$ cat config.mk
export PLATFORM = sky130hd
export DESIGN_NAME = fx3_transfer_controller
export DESIGN_NICKNAME = d
export VERILOG_FILES = /design/src/rtl/fx3_transfer_controller.sv
export SDC_FILE = /design/constraint.sdc
export NUM_CORES = 1
export LEC_CHECK = 0
export CAP_MARGIN = 25
export CORE_MARGIN = 2
export CORE_UTILIZATION = 48
export DETAILED_ROUTE_END_ITERATION = 16
export PLACE_DENSITY_LB_ADDON = 0.25
export SYNTH_ARGS = -nofsm -noshare
export SYNTH_HDL_FRONTEND = slang
export SYNTH_SLANG_ARGS = --single-unit
$ cat constraint.sdc
create_clock -name fx3_clock -period 1.74 [get_ports fx3_clock]
set_input_delay 0.261 -clock fx3_clock [delete_from_list [all_inputs] [get_ports fx3_clock]]
set_output_delay 0.261 -clock fx3_clock [all_outputs]
set_load 0.1 [all_outputs]
$ cat src/rtl/fx3_transfer_controller.sv
// rtl/fx3_transfer_controller.sv - ADC sample FIFO to FX3 slave FIFO packet sequencer
//
// Purpose:
//   Waits until a full packet is buffered in the sample FIFO and the FX3 DMA
//   watermark says a packet fits. It then issues a contiguous burst of
//   PACKET_WORDS FIFO read requests. Each read is echoed as an FX3 write strobe
//   READ_LATENCY cycles later, so the strobe lines up with the registered
//   10-to-16 sample conversion. A buffer error mid-burst stops the reads. The
//   pipeline is then drained and the short packet is committed with a single
//   pktend strobe. The controller then parks in HALT until capture is disabled.
//
// Parameters:
//   PACKET_WORDS  16-bit words per USB packet (2..32768)
//   READ_LATENCY  cycles from readData to the word on the FX3 bus (>= 1)
//   GAP_CYCLES    idle cycles after each packet for FX3 flag update (>= 1)
//
// Ports:
//   fx3_clock      in   only clock
//   nReset         in   asynchronous active-low reset
//   collectData    in   capture enable
//   dataAvailable  in   FIFO holds at least PACKET_WORDS words
//   bufferError    in   FIFO overflow / near-full error
//   fx3_ready      in   FX3 watermark, a full packet can be accepted
//   readData       out  FIFO read request
//   fx3_wr_n       out  slave FIFO write strobe, active low
//   fx3_pktend_n   out  packet-end strobe, active low
//   busy           out  controller is not in IDLE
//   abortFlag      out  sticky abort indicator, cleared when capture stops
//   packetCount    out  completed packets, wraps modulo 65536
//
// Build option:
//   PACKET_COUNT_EN  when defined, packetCount counts completed packets;
//                    otherwise packetCount is tied to zero.

module fx3_transfer_controller #(
  parameter int PACKET_WORDS = 8192,
  parameter int READ_LATENCY = 2,
  parameter int GAP_CYCLES   = 4
) (
  input  logic        fx3_clock,
  input  logic        nReset,
  input  logic        collectData,
  input  logic        dataAvailable,
  input  logic        bufferError,
  input  logic        fx3_ready,
  output logic        readData,
  output logic        fx3_wr_n,
  output logic        fx3_pktend_n,
  output logic        busy,
  output logic        abortFlag,
  output logic [15:0] packetCount
);

  typedef enum logic [2:0] {
    IDLE,
    BURST,
    DRAIN,
    ABORT_DRAIN,
    HALT,
    GAP
  } stateType;

  // One shared delay counter serves DRAIN, ABORT_DRAIN and GAP, so it must
  // reach the largest terminal value of the three.
  localparam int DELAY_MAX = (READ_LATENCY > GAP_CYCLES) ? READ_LATENCY : GAP_CYCLES;
  localparam int DELAY_W   = $clog2(DELAY_MAX + 1);

  localparam logic [15:0]        LAST_WORD  = 16'(PACKET_WORDS - 1);
  localparam logic [DELAY_W-1:0] DRAIN_LAST = DELAY_W'(READ_LATENCY - 1);
  // The abort wait runs one cycle longer than the normal drain. This way
  // pktend never shares a cycle with, or directly follows, the final write strobe.
  localparam logic [DELAY_W-1:0] ABORT_LAST = DELAY_W'(READ_LATENCY);
  localparam logic [DELAY_W-1:0] GAP_LAST   = DELAY_W'(GAP_CYCLES - 1);

  stateType               state;
  logic [15:0]            wordCount;
  logic [DELAY_W-1:0]     delayCount;
  logic [READ_LATENCY-1:0] readPipe;
  logic                   startRequest;

  assign startRequest = collectData & dataAvailable & fx3_ready;

  // Write strobe is the read request delayed through the datapath latency.
  // Writes therefore match reads one for one, in count and order.
  always_ff @(posedge fx3_clock or negedge nReset) begin
    if (!nReset) begin
      readPipe <= '0;
    end else begin
      readPipe[0] <= readData;
      for (int i = 1; i < READ_LATENCY; i++) begin
        readPipe[i] <= readPipe[i-1];
      end
    end
  end

  assign fx3_wr_n = ~readPipe[READ_LATENCY-1];

  always_ff @(posedge fx3_clock or negedge nReset) begin
    if (!nReset) begin
      state        <= IDLE;
      wordCount    <= '0;
      delayCount   <= '0;
      readData     <= 1'b0;
      fx3_pktend_n <= 1'b1;
      busy         <= 1'b0;
      abortFlag    <= 1'b0;
    end else begin
      // pktend is a one-cycle strobe; it is raised again on every edge.
      fx3_pktend_n <= 1'b1;

      case (state)
        IDLE: begin
          if (startRequest) begin
            busy <= 1'b1;
            if (bufferError) begin
              // Nothing has been read yet, so there is no short packet to commit.
              abortFlag <= 1'b1;
              state     <= HALT;
            end else begin
              readData  <= 1'b1;
              wordCount <= '0;
              state     <= BURST;
            end
          end
        end

        BURST: begin
          // The last-word test comes first. An error on the final read
          // still yields a complete packet.
          if (wordCount == LAST_WORD) begin
            readData   <= 1'b0;
            delayCount <= '0;
            state      <= DRAIN;
          end else if (bufferError) begin
            readData   <= 1'b0;
            wordCount  <= wordCount + 16'd1;
            delayCount <= '0;
            state      <= ABORT_DRAIN;
          end else begin
            wordCount <= wordCount + 16'd1;
          end
        end

        DRAIN: begin
          if (delayCount == DRAIN_LAST) begin
            delayCount <= '0;
            state      <= GAP;
          end else begin
            delayCount <= delayCount + DELAY_W'(1);
          end
        end

        ABORT_DRAIN: begin
          if (delayCount == ABORT_LAST) begin
            fx3_pktend_n <= 1'b0;
            abortFlag    <= 1'b1;
            state        <= HALT;
          end else begin
            delayCount <= delayCount + DELAY_W'(1);
          end
        end

        HALT: begin
          if (!collectData) begin
            abortFlag <= 1'b0;
            busy      <= 1'b0;
            state     <= IDLE;
          end
        end

        GAP: begin
          if (delayCount == GAP_LAST) begin
            busy  <= 1'b0;
            state <= IDLE;
          end else begin
            delayCount <= delayCount + DELAY_W'(1);
          end
        end

        default: begin
          readData <= 1'b0;
          busy     <= 1'b0;
          state    <= IDLE;
        end
      endcase
    end
  end

`ifdef PACKET_COUNT_EN
  logic drainDone;

  // A packet counts as complete on the final drain cycle, the cycle in which
  // its last write strobe is on the bus.
  assign drainDone = (state == DRAIN) && (delayCount == DRAIN_LAST);

  always_ff @(posedge fx3_clock or negedge nReset) begin
    if (!nReset) begin
      packetCount <= '0;
    end else if (drainDone) begin
      packetCount <= packetCount + 16'd1;
    end
  end
`else
  assign packetCount = 16'd0;
`endif

endmodule

# After elaboration in Yosys (flattened, before gate mapping)
# Index checks and enable logic that the tools add are counted.
# W data, S select, Z words.
# op_classes
add_sub_neg	2
mul	0
div	0
n_lt_le_gt_ge	0
eq_ne	20
shifts	0
muxes	34
bitwise	5
n_reduce_logical	12
# op_table
operator	count
$mux W16	3
$mux W3	13
$pmux W16 S2	1
$ne A2 B2 Y1 const B	10
$pmux W3 S6	1
$add A16 B1 Y16 const B	1
$eq A16 B13 Y1 const B	1
$reduce_and A4 Y1	4
$eq A3 B2 Y1 const B	4
$mux W1	12
$pmux W3 S4	1
$eq A3 B1 Y1 const B	2
$eq A3 B3 Y1 const B	2
$pmux W1 S3	2
$reduce_and A6 Y1	1
$reduce_and A5 Y1	1
$pmux W1 S4	1
$reduce_bool A4 Y1	1
$reduce_or A4 Y1	1
$add A3 B1 Y3 const B	1
$logic_not A3 Y1	1
$ne A3 B3 Y1 const B	1
$not A1 Y1	3
$reduce_bool A3 Y1	1
3 further kinds	4
# word_totals
register_bits	28
latch_bits	0
ramBits	0
rom_bits	0
inputBits	6
output_inout_bits	21
word_cells	81
mem_count	0

# Logic depth before layout (Yosys ltp)
# depth
word_depth	4
depth_mapped	7
ltp_nobuf	7

# Worst setup path after synthesis
# No wires, ideal clock.
# synth_path
path_kind	register to register
start	register wordCount[11]
end	register delayCount[0]
setup_ns	0.125
arrival_time_ns	1.803
required_time_ns	1.615
slack_ns	-0.188
path_stages_with_launch	7
path_buffers	1
period_less_slack_ns	1.928
path_cell_list	dfrtp_1 -> clkbuf_1 -> nand3_1 -> or4_4 -> o21ai_4 -> o211a_4 -> mux2_4
# synth_between
elab_chain_cells	3
elab_cells_between_ends	5
classes_between	eq/ne (2); mux (2); reduce/logical (1)
# synth_lines
item	line_no	text
start, declared	76	logic [15:0] wordCount;
start signal, assigned	136	wordCount <= wordCount + 16'd1;
start signal, assigned	140	wordCount <= wordCount + 16'd1;
$eq A16 B13 Y1 *	130	if (wordCount == LAST_WORD) begin
$ne A3 B3 Y1 (no source line) or $mux W3 (tied branches)	n/a	
$reduce_and A4 Y1 (no source line) or $pmux W3 S4 (tied branches)	n/a	
end signal, assigned	149	delayCount <= delayCount + DELAY_W'(1);
end signal, assigned	159	delayCount <= delayCount + DELAY_W'(1);
end signal, assigned	176	delayCount <= delayCount + DELAY_W'(1);
end, declared	77	logic [DELAY_W-1:0] delayCount;
# Every way passes the cells marked *; elsewhere a longest branch is shown, timed or not.
# A chain may end at the register's enable or synchronous reset.

# Worst setup path in the final report
# layout_path
start	register wordCount[2]
end	register readData
# layout_between
elab_chain_cells	3
elab_cells_between_ends	5
classes_between	eq/ne (2); mux (2); reduce/logical (1)
# layout_lines
item	line_no	text
$eq A16 B13 Y1 *	130	
$ne A3 B3 Y1 (no source line) or $mux W1 (tied branches)	n/a	
$reduce_and A4 Y1 (no source line) or $pmux W1 S3 (tied branches)	n/a	
end signal, assigned	120	readData <= 1'b1;
end signal, assigned	131	readData <= 1'b0;
end signal, assigned	135	readData <= 1'b0;
end, declared	46	output logic readData,
# Marks and branches as above.

==> flow_summary.ini <==
[status]
outcome = complete, but fails checks
violations = negative setup slack

[synth]
async_flop_share = 1.00
synth.largest_area_cell = dfrtp_1
post_synth_num_cell_types = 48
yosys_warnings = 0
synth_top_area_frac = 0.376
synth-seq-cells = 28
synth_seq_area_share = 0.391
netlist_top_cells_area = dfrtp_1, buf_4, o21ai_0, nand2_1, ha_1
synth_edf_count = 0
synth_area_per_cell_um2 = 9.26
synthCells = 194
synthFlopType = dfrtp_1
syn_area_um2 = 1800

[route]
wl_met2_mm = 2.09
wl_met1_mm = 1.82
drtAntennaViolNets = 0
drc_errors = 0
drtIter0Drc = 54
routedWlPerCell_um = 13.9
routed_wirelength_mm = 4.10
first_pass_iters = 4
vias = 1571
dr.max_layer_used = met4
dr_wl_met3_um = 115
vias_per_cell = 5.34

[cts]
hold_buffers = 0
cts_tree = done
h-tree-depth = 1
cts_made_buffers = 3
cts-root-buf = clkbuf_8
path_clk_slew_ns = 0.10
clock-sinks = 28
clk-insertion-delay-late_ns = 0.27
clk_path_buf_depth = 2

[global_routing]
grt_max_degree = 29
grt_usage = 0.212
grt_pass1_vias = 1560
antenna_found_initial = 0
gr-total-overflow = 0
grt_pass1_wl_mm = 7.04

[layout]
ff_latch_area_um2 = 703
mostFrequentLayoutCells = buf_4, dfrtp_1, nand2_1
multi_input_area_um2 = 1000
fin_util = 0.649
fillers = 289
layout-drive-gt1-share = 0.313
syn2layout_area_growth_pct = 31.4
finalNetCount = 258
num_antenna_cells = 0
final_common_cell = buf_4

[setup_path]
worst-path-max-fanout = 6
timing.rr.end = readData
reg2reg_setup_slack_ns = -0.15
crit_type = reg2reg
arrival_ns = 2.05
r2r_cells = 6
worstReg2RegStart = wordCount[2]
endpoint_kind = flip-flop
worstPathRequired_ns = 1.91
startpoint_type = flip-flop
cp-startpoint = wordCount[2]

[min_path]
hp-class = in2async

[power]
power_density_nw_per_um2 = 1640
leakagePower_nw = 1.13
vdd_drop_max_mv = 0.951
finalPower_w = 0.00387

[floorplanning]
dieArea_um2 = 4250
rows = 22
start_util = 0.494
die_h_um = 65.2
core_um2 = 3630
die_w_um = 65.2
io_pins = 27

[timing]
skew_ns = 0.00330
rsz0062_at_grt = true
hold_viol = 0
min_period_ns = 1.89
setup_viol = 15
timing.fmax_mhz = 530
finalCritPeriodShare = 1.08
whs_ns = 0.356
drv_slew = 0
setup_ws_ns = -0.146

[place]
place_congestion = 0.790
portBuffers = 10
hpwl_mm = 2.98

[run]
cap_violations = 0
[through the flow]
| step | cell area, um^2 | std cells | setup TNS, ns | worst slack, ns |
|---|---|---|---|---|
| 3_3_place_gp | 2180 | 281 | -4.41 | -0.327 |
| 3_5_place_dp | 2180 | 281 | -4.92 | -0.361 |
| 6_report | 2360 | 294 | -1.20 | -0.146 |
| 2_1_floorplan | 1860 | 209 | -0.592 | -0.180 |
| 5_1_grt | 2360 | 294 | -2.38 | -0.192 |
| 4_1_cts | 2290 | 291 | -0.886 | -0.129 |
[repair_timing]
| action | in CTS | in global routing |
|---|---|---|
| pin swaps | 5 | 7 |
| setup buffers | 6 | 3 |
| setup endpoints to repair | 17 | 21 |
| resized for setup | 5 | 15 |
[cell families (layout without fill, tap and decap cells)]
kind of cell,count (synthesis),count (layout),share of synthesized area
buf+inv,34,71,0.113
mux,5,5,0.0369
fa+ha+maj,5,5,0.0348
simple gates,65,65,0.201
xor+xnor,7,7,0.0341
flops,28,28,0.391
compound gates,49,49,0.187
other cells,1,16,0.00209
[critical path, cell delays in order (launching register included)]
cell     delay [ns]
dfrtp_1        0.41
nand4_2        0.13
or4_4          0.55
o21ai_4        0.18
buf_4          0.18
nor4b_1        0.07
a211o_1        0.27
[cell usage after synthesis, types with 2 or more instances]
| cell type | n |
|---|---|
| a211o_1 | 3 |
| a21oi_1 | 11 |
| and3_1 | 4 |
| buf_4 | 16 |
| buf_6 | 2 |
| clkbuf_1 | 5 |
| dfrtp_1 | 27 |
| ha_1 | 5 |
| inv_1 | 11 |
| mux2_4 | 3 |
| nand2_1 | 17 |
| nand3_1 | 8 |
| nand4_1 | 2 |
| nor2_1 | 10 |
| nor2b_1 | 5 |
| nor3_1 | 5 |
| nor3b_1 | 2 |
| nor4_1 | 3 |
| o21a_1 | 2 |
| o21ai_0 | 18 |
| o31ai_1 | 2 |
| or3_1 | 2 |
| xnor2_1 | 4 |
| xor2_1 | 3 |
[flip-flops by register name, summed over array words and instances, names as in the netlist]
register,count
state,3
fx3_pktend_n,1
readPipe,2
readData,1
busy,1
wordCount,16
abortFlag,1
delayCount,3
[power breakdown]
group / switching [W] / internal, W
sequential: 0.000163 / 0.000845
clock: 0.000202 / 0.000164
combinational: 0.00141 / 0.00109
total: 0.00177 / 0.00210
[layout make-up]
class | instances | share of cell area
inverter | 11 | 0.0175
multi-input combinational | 147 | 0.425
tap | 48 | 0.0255
sequential | 28 | 0.298
timing repair buffer | 56 | 0.214
clock buffer | 4 | 0.0191
[metal layers]
layer / up-vias / GRT usage
met3: 10 / 0.0360
met2: 31 / 0.357
met1: 772 / 0.275
met5: - / 0
met4: 0 / 0.0729
li1: 758 / -
[worst max path at each step]
stage	to	slack, ns	cells after the start
2_1_floorplan	delayCount[0]	-0.18	5
3_3_place_gp	wordCount[10]	-0.33	5
3_5_place_dp	wordCount[3]	-0.36	7
4_1_cts	delayCount[2]	-0.13	6
5_1_grt	readData	-0.19	6
6_report	readData	-0.15	6
Note: power is estimated with default switching activity, not from simulation.
